$ cat config.mk
export PLATFORM = sky130hd
export DESIGN_NAME = encoder_display_mux
export DESIGN_NICKNAME = d
export VERILOG_FILES = /design/src/rtl/encoder_display_mux.sv
export SDC_FILE = /design/constraint.sdc
export NUM_CORES = 1
export LEC_CHECK = 0
export ABC_AREA = 1
export ABC_CLOCK_PERIOD_IN_PS = 2920
export BUFFER_PORTS_ARGS = -buffer_cell sky130_fd_sc_hd__buf_2
export CORE_MARGIN = 2
export CORE_UTILIZATION = 57
export CTS_BUF_LIST = sky130_fd_sc_hd__clkbuf_4
export DETAILED_ROUTE_END_ITERATION = 8
export PLACE_DENSITY_LB_ADDON = 0.2
export SETUP_SLACK_MARGIN = 0.2
export SLEW_MARGIN = 15
export SYNTH_ARGS = -nofsm -noshare
export SYNTH_HDL_FRONTEND = slang
export SYNTH_SLANG_ARGS = --single-unit
$ cat constraint.sdc
create_clock -name clock -period 2.92 [get_ports clock]
set_clock_uncertainty 0.15 [all_clocks]
set_input_delay 0.73 -clock clock [delete_from_list [all_inputs] [get_ports clock]]
set_output_delay 0.73 -clock clock [all_outputs]
set_load 0.005 [all_outputs]
$ cat src/rtl/encoder_display_mux.sv
// -----------------------------------------------------------------------------
// encoder_display_mux
//   Captures a request vector on a ready handshake, priority-encodes it to the
//   index of its most significant set bit, and shows that index in hex on a
//   free-running multiplexed 7-segment display.
//
// Parameters
//   IN_WIDTH  request-vector width (2..256)
//   DIGITS    number of multiplexed digits (DIGITS*4 >= OUT_WIDTH)
//   SCAN_DIV  clock cycles each digit stays selected (>= 1)
//
// Ports
//   clock      rising-edge clock
//   reset      synchronous, active-low reset
//   ready      capture request (level), honoured only while idle
//   entrada    request vector
//   saida      index of the highest set bit of the captured vector
//   valid      captured vector was non-zero
//   done       one-cycle pulse when saida/valid update
//   busy       high while a capture is in progress or held
//   segments   {g,f,e,d,c,b,a}, active-high
//   digit_sel  one-hot digit enable, active-high
//
// Build option
//   LEADING_ZERO_BLANK_EN  blank leading-zero digits above digit 0
// -----------------------------------------------------------------------------
module encoder_display_mux #(
  parameter int unsigned IN_WIDTH  = 16,
  parameter int unsigned DIGITS    = 4,
  parameter int unsigned SCAN_DIV  = 1000,
  localparam int unsigned OUT_WIDTH = $clog2(IN_WIDTH)
) (
  input  logic                 clock,
  input  logic                 reset,
  input  logic                 ready,
  input  logic [IN_WIDTH-1:0]  entrada,
  output logic [OUT_WIDTH-1:0] saida,
  output logic                 valid,
  output logic                 done,
  output logic                 busy,
  output logic [6:0]           segments,
  output logic [DIGITS-1:0]    digit_sel
);

  localparam int unsigned EXT_W = DIGITS * 4;
  localparam int unsigned IDX_W = (DIGITS > 1) ? $clog2(DIGITS) : 1;
  localparam int unsigned CNT_W = (SCAN_DIV > 1) ? $clog2(SCAN_DIV) : 1;

  localparam logic [CNT_W-1:0] CNT_LAST  = CNT_W'(SCAN_DIV - 1);
  localparam logic [IDX_W-1:0] IDX_LAST  = IDX_W'(DIGITS - 1);
  localparam logic [6:0]       SEG_DASH  = 7'b1000000;
  localparam logic [6:0]       SEG_BLANK = 7'b0000000;

  typedef enum logic [1:0] {
    IDLE   = 2'd0,
    ENCODE = 2'd1,
    HOLD   = 2'd2
  } state_t;

  state_t               state;
  logic [IN_WIDTH-1:0]  cap;
  logic [CNT_W-1:0]     scan_cnt;
  logic [IDX_W-1:0]     dig_idx;

  logic [OUT_WIDTH-1:0] enc_idx;
  logic                 enc_nz;
  logic                 scan_wrap;
  logic [IDX_W-1:0]     dig_nxt;
  logic [OUT_WIDTH-1:0] disp_code;
  logic                 disp_vld;

  // Index of the most significant set bit; later (higher) bits overwrite.
  function automatic logic [OUT_WIDTH-1:0] msb_index(input logic [IN_WIDTH-1:0] v);
    logic [OUT_WIDTH-1:0] idx;
    idx = '0;
    for (int i = 0; i < int'(IN_WIDTH); i++) begin
      if (v[i]) idx = OUT_WIDTH'(i);
    end
    return idx;
  endfunction

  // Hex font, segment order {g,f,e,d,c,b,a}.
  function automatic logic [6:0] hex_font(input logic [3:0] n);
    logic [6:0] s;
    case (n)
      4'h0:    s = 7'b0111111;
      4'h1:    s = 7'b0000110;
      4'h2:    s = 7'b1011011;
      4'h3:    s = 7'b1001111;
      4'h4:    s = 7'b1100110;
      4'h5:    s = 7'b1101101;
      4'h6:    s = 7'b1111101;
      4'h7:    s = 7'b0000111;
      4'h8:    s = 7'b1111111;
      4'h9:    s = 7'b1101111;
      4'hA:    s = 7'b1110111;
      4'hB:    s = 7'b1111100;
      4'hC:    s = 7'b0111001;
      4'hD:    s = 7'b1011110;
      4'hE:    s = 7'b1111001;
      default: s = 7'b1110001;
    endcase
    return s;
  endfunction

  // Segment pattern for digit idx of the zero-extended code.
  function automatic logic [6:0] digit_pattern(
    input logic [OUT_WIDTH-1:0] code,
    input logic                 vld,
    input logic [IDX_W-1:0]     idx
  );
    logic [EXT_W-1:0] ext;
    logic [6:0]       s;
    ext = EXT_W'(code);
    s   = hex_font(ext[{idx, 2'b00} +: 4]);
`ifdef LEADING_ZERO_BLANK_EN
    if ((idx != '0) && ((ext >> {idx, 2'b00}) == '0)) s = SEG_BLANK;
`endif
    if (!vld) s = SEG_DASH;
    return s;
  endfunction

  // One-hot enable for digit idx.
  function automatic logic [DIGITS-1:0] onehot(input logic [IDX_W-1:0] idx);
    logic [DIGITS-1:0] oh;
    oh = '0;
    for (int i = 0; i < int'(DIGITS); i++) begin
      if (idx == IDX_W'(i)) oh[i] = 1'b1;
    end
    return oh;
  endfunction

  assign enc_idx = msb_index(cap);
  assign enc_nz  = |cap;

  // Next scan position; digit advances only on the counter's terminal count.
  always_comb begin
    scan_wrap = (scan_cnt == CNT_LAST);
    dig_nxt   = dig_idx;
    if (scan_wrap) dig_nxt = (dig_idx == IDX_LAST) ? '0 : dig_idx + IDX_W'(1);
  end

  // The display follows the value saida/valid will hold after this edge, so
  // segments never lag the encoder result by a cycle.
  always_comb begin
    disp_code = saida;
    disp_vld  = valid;
    if (state == ENCODE) begin
      disp_code = enc_idx;
      disp_vld  = enc_nz;
    end
  end

  // Control FSM, capture/result registers and display scan.
  always_ff @(posedge clock) begin
    if (!reset) begin
      state     <= IDLE;
      cap       <= '0;
      saida     <= '0;
      valid     <= 1'b0;
      done      <= 1'b0;
      busy      <= 1'b0;
      scan_cnt  <= '0;
      dig_idx   <= '0;
      digit_sel <= onehot('0);
      segments  <= SEG_BLANK;
    end else begin
      done      <= 1'b0;
      scan_cnt  <= scan_wrap ? '0 : scan_cnt + CNT_W'(1);
      dig_idx   <= dig_nxt;
      digit_sel <= onehot(dig_nxt);
      segments  <= digit_pattern(disp_code, disp_vld, dig_nxt);

      case (state)
        IDLE: begin
          if (ready) begin
            cap   <= entrada;
            state <= ENCODE;
            busy  <= 1'b1;
          end
        end
        ENCODE: begin
          saida <= enc_idx;
          valid <= enc_nz;
          done  <= 1'b1;
          state <= HOLD;
          busy  <= 1'b1;
        end
        HOLD: begin
          // Level handshake: wait for ready to drop before re-arming.
          if (!ready) begin
            state <= IDLE;
            busy  <= 1'b0;
          end
        end
        default: begin
          state <= IDLE;
          busy  <= 1'b0;
        end
      endcase
    end
  end

endmodule

==> results of run 1 <==
## state kept, by name, indices dropped and copies added (netlist names)
signal     flops
saida          4
scan_cnt      10
state          2
digit_sel      4
dig_idx        2
cap           16
busy           1
segments       7
done           1
valid          1
## power by group through the flow
stage	Clock [mW]	Combinational, mW	Sequential, mW
after CTS	0.324	0.243	0.712
after floorplan	0	0.176	0.727
final	0.310	0.241	0.712
after global routing	0.353	0.278	0.717
after global placement	0	0.239	0.726
after detailed placement	0	0.241	0.727
## cells in the final DEF (no fill, tap or decap)
cell type,count
dfxtp_1,48
nand2_1,40
buf_2,36
inv_1,34
nor2_1,32
a21oi_1,29
o21ai_0,18
nand3_1,13
ha_1,9
clkbuf_4,5
nor3_1,4
inv_2,3
nor2_4,3
o21ai_2,3
o21ai_1,3
o211ai_1,3
nor3b_1,3
nor2_2,2
or2_2,2
nand4_1,2
nor4_1,2
and3_1,2
clkinvlp_4,2
o21a_1,1
nor3_2,1
nand4_2,1
nor2_8,1
inv_4,1
o22ai_1,1
xnor2_1,1
nand2_4,1
nand2_2,1
clkinv_1,1
clkinv_4,1
buf_4,1
## stage by stage
step | power (mW) | std cells | setup slack, ps | hold WS, ps
after global routing | 1.35 | 358 | 265 | 330
after floorplan | 0.902 | 271 | 800 | 268
final | 1.26 | 358 | 536 | 306
after global placement | 0.965 | 350 | 631 | 280
after CTS | 1.28 | 358 | 531 | 309
after detailed placement | 0.968 | 350 | 586 | 288
## synthesized netlist by cell type, types with 4 or more instances
library cell	count
nor2_1	32
nand2_1	40
clkbuf_1	4
nor3_1	4
o21ai_0	18
dfxtp_1	48
inv_1	34
nand3_1	13
ha_1	9
a21oi_1	29
## logic make-up after synthesis
family	after synthesis	synth area share, %
flops	48	45.7
compound gates	58	14.9
xor+xnor	1	0.417
simple gates	110	25.4
buf+inv	45	8.16
fa+ha+maj	9	5.36
## worst max-delay path: stages, from the launching register on
cell and delay [ps]:
dfxtp_1 380, ha_1 170, nand2_1 80, nor2_1 120
nand4_2 190, o21ai_2 250, nor2_4 80, nand2_1 190
inv_1 110, ha_1 250, nand2_1 110, nand3_1 80
a21oi_1 160
## metal layers
| metal | wire length (um) | share of wire (%) |
|---|---|---|
| met1 | 1660 | 44 |
| met2 | 1760 | 47 |
| met3 | 237 | 6.3 |
| met4 | 76 | 2.0 |
| met5 | 0 | 0 |
## area by class of cell
type                    count  area share (%)
flip-flops and latches     48            40.3
inverters                  39            6.24
well taps                  48            2.52
multi-input cells         178            40.6
clock buffers               5            1.57
clock inverters             3           0.996
repair buffers             37            7.86
## worst min path at each step
stage | cells after the start | slack [ps] | to
3_5_place_dp | 1 | 290 | scan_cnt[0]
2_1_floorplan | 1 | 270 | scan_cnt[0]
6_report | 1 | 310 | scan_cnt[0]
4_1_cts | 1 | 310 | scan_cnt[0]
3_3_place_gp | 1 | 280 | scan_cnt[0]
5_1_grt | 1 | 330 | scan_cnt[0]
==> metrics.md, run 1 <==
| Metric | Value |
|---|---|
| Multi-input logic area | 968 um^2 |
| Final Core Density | 66.2% |
| Longest Clk Path Bufs | 2 |
| Internal power | 884 uW |
| GR Util met3 | 6.77% |
| Synth area leaders | dfxtp_1, nand2_1, a21oi_1, inv_1, nor2_1 |
| Synth-to-Final Area Change | 13.6% |
| Worst Hold Launch | scan_cnt[0] |
| Setup tns final | 0 ps |
| Syn Area/Cell | 7.75 um^2 |
| Starting Density | 58.3% |
| Net Sw Power | 379 uW |
| Number of flops mapped to enable cells by yosys | 0 |
| Status | completed |
| Std cell rows | 22 |
| Worst skew pair latency | 380 ps |
| Count of different cell masters after synthesis | 32 |
| Post-Syn Area | 2100 um^2 |
| CP Capture Type | flop |
| Cts repair resizes | 0 |
| Initial antenna violation count | 0 |
| Clock root buffer | clkbuf_4 |
| Crit Path Class | reg2reg |
| GRT busiest layer | met2 |
| Register area | 961 um^2 |
| Num CTS Buffers | 5 |
| Slew headroom | 44.1% |
| Final-report hold violation count | 0 |
| M1 GR Usage | 24.0% |
| Drt pass-1 iters | 4 |
| R2R Path End | segments[3] |
| # fillers | 344 |
| Initial DRC Count | 104 |
| Post-DP Area | 2330 um^2 |
| Crit. Startpoint | scan_cnt[0] |
| Ys flop type | dfxtp_1 |
| RR Startpoint | scan_cnt[0] |
| Yosys warns | 0 |
| Overall die area | 4190 um^2 |
| HPWL after DPL | 2830 um |
| Setup slack, reg-to-reg | 540 ps |
| M2 GR Usage | 33.2% |
| Synth area leader | dfxtp_1 |
| Critical path arrival | 2540 ps |
| Register area share after synthesis | 45.7% |
| Peak VDD IR | 0.000322 V |
| Vias in the first global route | 1580 |
| N_diodes | 0 |
| R2R cell count | 12 |
| Mapped Nets | 299 |
| Crit Path Max Fanout | 6 |
| Via/cell ratio | 4.95 |
| Die width | 64.7 um |
| Setup bufs post-CTS | 0 |
| Max-cap violations | 0 |
| IO Port Bufs | 36 |
| Reg clk slew, reported paths | 150 ps |
| Total GRT Usage | 20.2% |
| Clk sinks | 48 |
| Max Slew Vio Count | 0 |
| Sw frac | 30.0% |
| Final #Nets | 337 |
| Wirelength per Cell | 10.4 um |
| FFs w/ async S/R, synth | 0% |
| Share of total power in the clock network | 24.5% |
| Post-Syn Instances | 271 |
| Core Box Area | 3610 um^2 |
| Period utilization | 81.6% |
| Fraction of layout cells with a size suffix above 1 | 20.6% |
| Hold WC Path Type | reg2reg |
| Ports | 37 |
| Via count | 1771 |
| Top-area cell type share of the netlist area | 45.7% |
| Final setup vio count | 0 |
| Drt drc | 0 |
| Global-route wire length before repair | 6530 um |
| Sequential share of power | 56.4% |
| WL final | 3730 um |
| Total gr overflow | 0 |
| CP Capture Point | segments[3] |
| Pwr dens | 529 nW/um^2 |
| RSZ-0062 raised after global routing | no |
| Worst slew pin tran | 830 ps |
| FF+latch count, synth | 48 |
| LEAKAGE | 1.12 nW |
| Pin count of the biggest net entering global routing | 20 |
| Fin area | 2390 um^2 |
| Peak Freq | 419 MHz |
| Die Y | 64.7 um |
| ANT nets after route | 0 |
| Hold_buf cts | 0 |
| H-tree depth | 2 |
| Startpoint types | flop |
| Comb power frac | 19.1% |
| Critical path required time | 3070 ps |
| RD Place Congestion | 0.853 |
| CTS tree | done |
| Min Tclk post-route | 2380 ps |
Power figures use the tool's default switching activity.
==> inputs of run 2 (changes only) <==
- ABC_CLOCK_PERIOD_IN_PS: 2920 -> 2000
- CORE_UTILIZATION: 57 -> 52
- clock period: 2.92 -> 2 ns (I/O delays scaled with it)
==> run 2 against run 1 <==
  * The run now ends with setup timing left
  * Count of clock-buffer cells in the layout unchanged
  * Critical path depth decreased by 1
  * Utilization increased by 2.9 points
  * Critical endpoint unchanged
==> metrics.md, run 2 (synthesized netlist as in run 1, its figures left out) <==
| Metric | Value |
|---|---|
| Post-route setup slack | -159 ps (was 536 ps) |
| Final Core Density | 69.1% (was 66.2%) |
| Initial antenna violation count | 0 (unchanged) |
| Worst Hold End | cap[0] (was scan_cnt[0]) |
| RD Place Congestion | 0.862 (was 0.853) |
| Global-route wire length before repair | 7040 um (was 6530 um) |
| Initial DRC Count | 65 (was 104) |
| Starting Density | 53.3% (was 58.3%) |
| Multi-input logic area | 1100 um^2 (was 968 um^2) |
| Total GRT Usage | 20.7% (was 20.2%) |
| Drt drc | 0 (unchanged) |
| Fin area | 2720 um^2 (was 2390 um^2) |
| Worst slew pin tran | 428 ps (was 830 ps) |
| Top flop regs | cap: 16 flops, scan_cnt: 10 flops, segments: 7 flops (unchanged) |
| Startpoint types | flop (unchanged) |
| H-tree depth | 2 (unchanged) |
| Slew headroom | 71.2% (was 44.1%) |
| Top reg by flops | cap (unchanged) |
| Total gr overflow | 0 (unchanged) |
| Post-DP Area | 2570 um^2 (was 2330 um^2) |
| Failing checks | setup timing |
| Peak VDD IR | 0.000463 V (was 0.000322 V) |
| Drt pass-1 iters | 4 (unchanged) |
| CP Capture Type | flop (unchanged) |
| Final #Nets | 360 (was 337) |
| Via count | 1898 (was 1771) |
| Num CTS Buffers | 5 (unchanged) |
| Std cell rows | 23 (was 22) |
| Critical path required time | 2120 ps (was 3070 ps) |
| R2R Path End | segments[3] (unchanged) |
| Die Y | 67.6 um (was 64.7 um) |
| IO Port Bufs | 36 (unchanged) |
| Commonest non-fill, non-tap cell in the layout | dfxtp_1 (unchanged) |
| Period utilization | 108% (was 81.6%) |
| Vias in the first global route | 1708 (was 1580) |
| Pwr dens | 745 nW/um^2 (was 529 nW/um^2) |
| RR Startpoint | scan_cnt[1] (was scan_cnt[0]) |
| Status | complete, but fails checks (was completed) |
| Reg clk slew, reported paths | 140 ps (was 150 ps) |
| LEAKAGE | 1.27 nW (was 1.12 nW) |
| Critical path arrival | 2270 ps (was 2540 ps) |
| Hold WC Path Type | in2reg (was reg2reg) |
| ANT nets after route | 0 (unchanged) |
| Hold-critical path depth | 3 (was 1) |
| Worst Hold Launch | entrada[0] (was scan_cnt[0]) |
| Fraction of layout cells with a size suffix above 1 | 32.7% (was 20.6%) |
| Crit Path Class | reg2reg (unchanged) |
| Via/cell ratio | 4.96 (was 4.95) |
| Worst skew pair latency | 360 ps (was 380 ps) |
| WL final | 4220 um (was 3730 um) |
| CTS tree | done (unchanged) |
| R2R cell count | 11 (was 12) |
| Min Tclk post-route | 2160 ps (was 2380 ps) |
| Synth-to-Final Area Change | 29.6% (was 13.6%) |
| N_diodes | 0 (unchanged) |
| HPWL after DPL | 3240 um (was 2830 um) |
| Max Slew Vio Count | 0 (unchanged) |
| RSZ-0062 raised after global routing | yes (was no) |
| Wirelength per Cell | 11.0 um (was 10.4 um) |
| Overall die area | 4560 um^2 (was 4190 um^2) |
| Max-cap violations | 0 (unchanged) |
| Max reg flops | 16 (unchanged) |
| Peak Freq | 463 MHz (was 419 MHz) |
| Clock root buffer | clkbuf_4 (unchanged) |
| Crit Path Max Fanout | 6 (unchanged) |
| Clk sinks | 48 (unchanged) |
| Ports | 37 (unchanged) |
| Final setup vio count | 7 (was 0) |
| Setup slack, reg-to-reg | -160 ps (was 540 ps) |
| Core Box Area | 3940 um^2 (was 3610 um^2) |
| Die width | 67.6 um (was 64.7 um) |
| Most frequent cells in the layout | dfxtp_1, buf_2, nand2_1, inv_1, nor2_1 (was dfxtp_1, nand2_1, buf_2, inv_1, nor2_1) |
| # fillers | 334 (was 344) |
| Final-report hold violation count | 0 (unchanged) |
| Longest Clk Path Bufs | 2 (unchanged) |
| Register area | 963 um^2 (was 961 um^2) |
| Pin count of the biggest net entering global routing | 32 (was 20) |
==> run 2: cell types whose count changed in the layout (fill, tap and decap cells not counted), moves of 5 or more <==
cell / previous run / this run
buf_4: 1 / 24
ha_1: 9 / 3
nand2_1: 40 / 34
ha_4: 0 / 5
nand2_2: 1 / 6
==> run 2: worst max path at each step <==
stage / start / to / slack [ps]
global route: scan_cnt[1] / segments[6] / -280
finish: scan_cnt[1] / segments[3] / -160
global placement: scan_cnt[1] / segments[1] / -130
floorplan: scan_cnt[1] / segments[3] / -2
detailed placement: scan_cnt[1] / segments[1] / -180
CTS: scan_cnt[1] / segments[4] / -130
==> run 2: worst max-delay path, cell delays in order (launching register included) <==
cell	delay, ps
dfxtp_2	380
ha_4	140
nand2_2	60
nor2_4	100
nand4_4	130
nand2_2	90
o21ai_2	70
nor2_4	250
nand2_4	160
ha_4	270
o211ai_1	150
a21oi_1	90
==> run 2: layer usage <==
metal,up-vias,GRT usage [%],routed length [um]
met2,32,35.4,2010
li1,1003,-,-
met3,8,5.50,150
met5,-,0,0
met1,855,24.5,2000
met4,0,7.91,68
==> run 2: cell type report <==
cell class / count / share of cell area (%)
Clock inverter: 3 / 1.38
Inverter: 39 / 5.74
Clock buffer: 5 / 1.38
Tap cell: 50 / 2.30
Multi-Input combinational cell: 178 / 40.6
Sequential cell: 48 / 35.4
Timing Repair Buffer: 60 / 13.2
==> run 2: where the power goes <==
| group | leakage, nW | internal, mW | switching [mW] | total [mW] |
|---|---|---|---|---|
| clock | 0.0403 | 0.256 | 0.302 | 0.558 |
| sequential | 0.394 | 1.02 | 0.0268 | 1.04 |
| combinational | 0.831 | 0.180 | 0.248 | 0.428 |
| total | 1.27 | 1.45 | 0.577 | 2.03 |
==> run 2: timing repair <==
item / 4_1_cts / 5_1_grt
endpoints found under the hold margin: 0 / 0
pin swaps: 4 / 8
endpoints found under the setup margin: 8 / 12
buffers inserted: 2 / 2
hold buffers: 0 / 0
resized for setup: 5 / 10
==> run 2: stage by stage <==
stage	total power [mW]	std cells	setup TNS, ps	hold WS (ps)	setup slack [ps]
floorplan	1.35	271	-2.48	270	-1.88
global placement	1.47	371	-630	304	-129
detailed placement	1.48	371	-1060	308	-181
CTS	2.04	381	-763	231	-125
global route	2.15	383	-1920	249	-284
finish	2.03	383	-883	239	-159
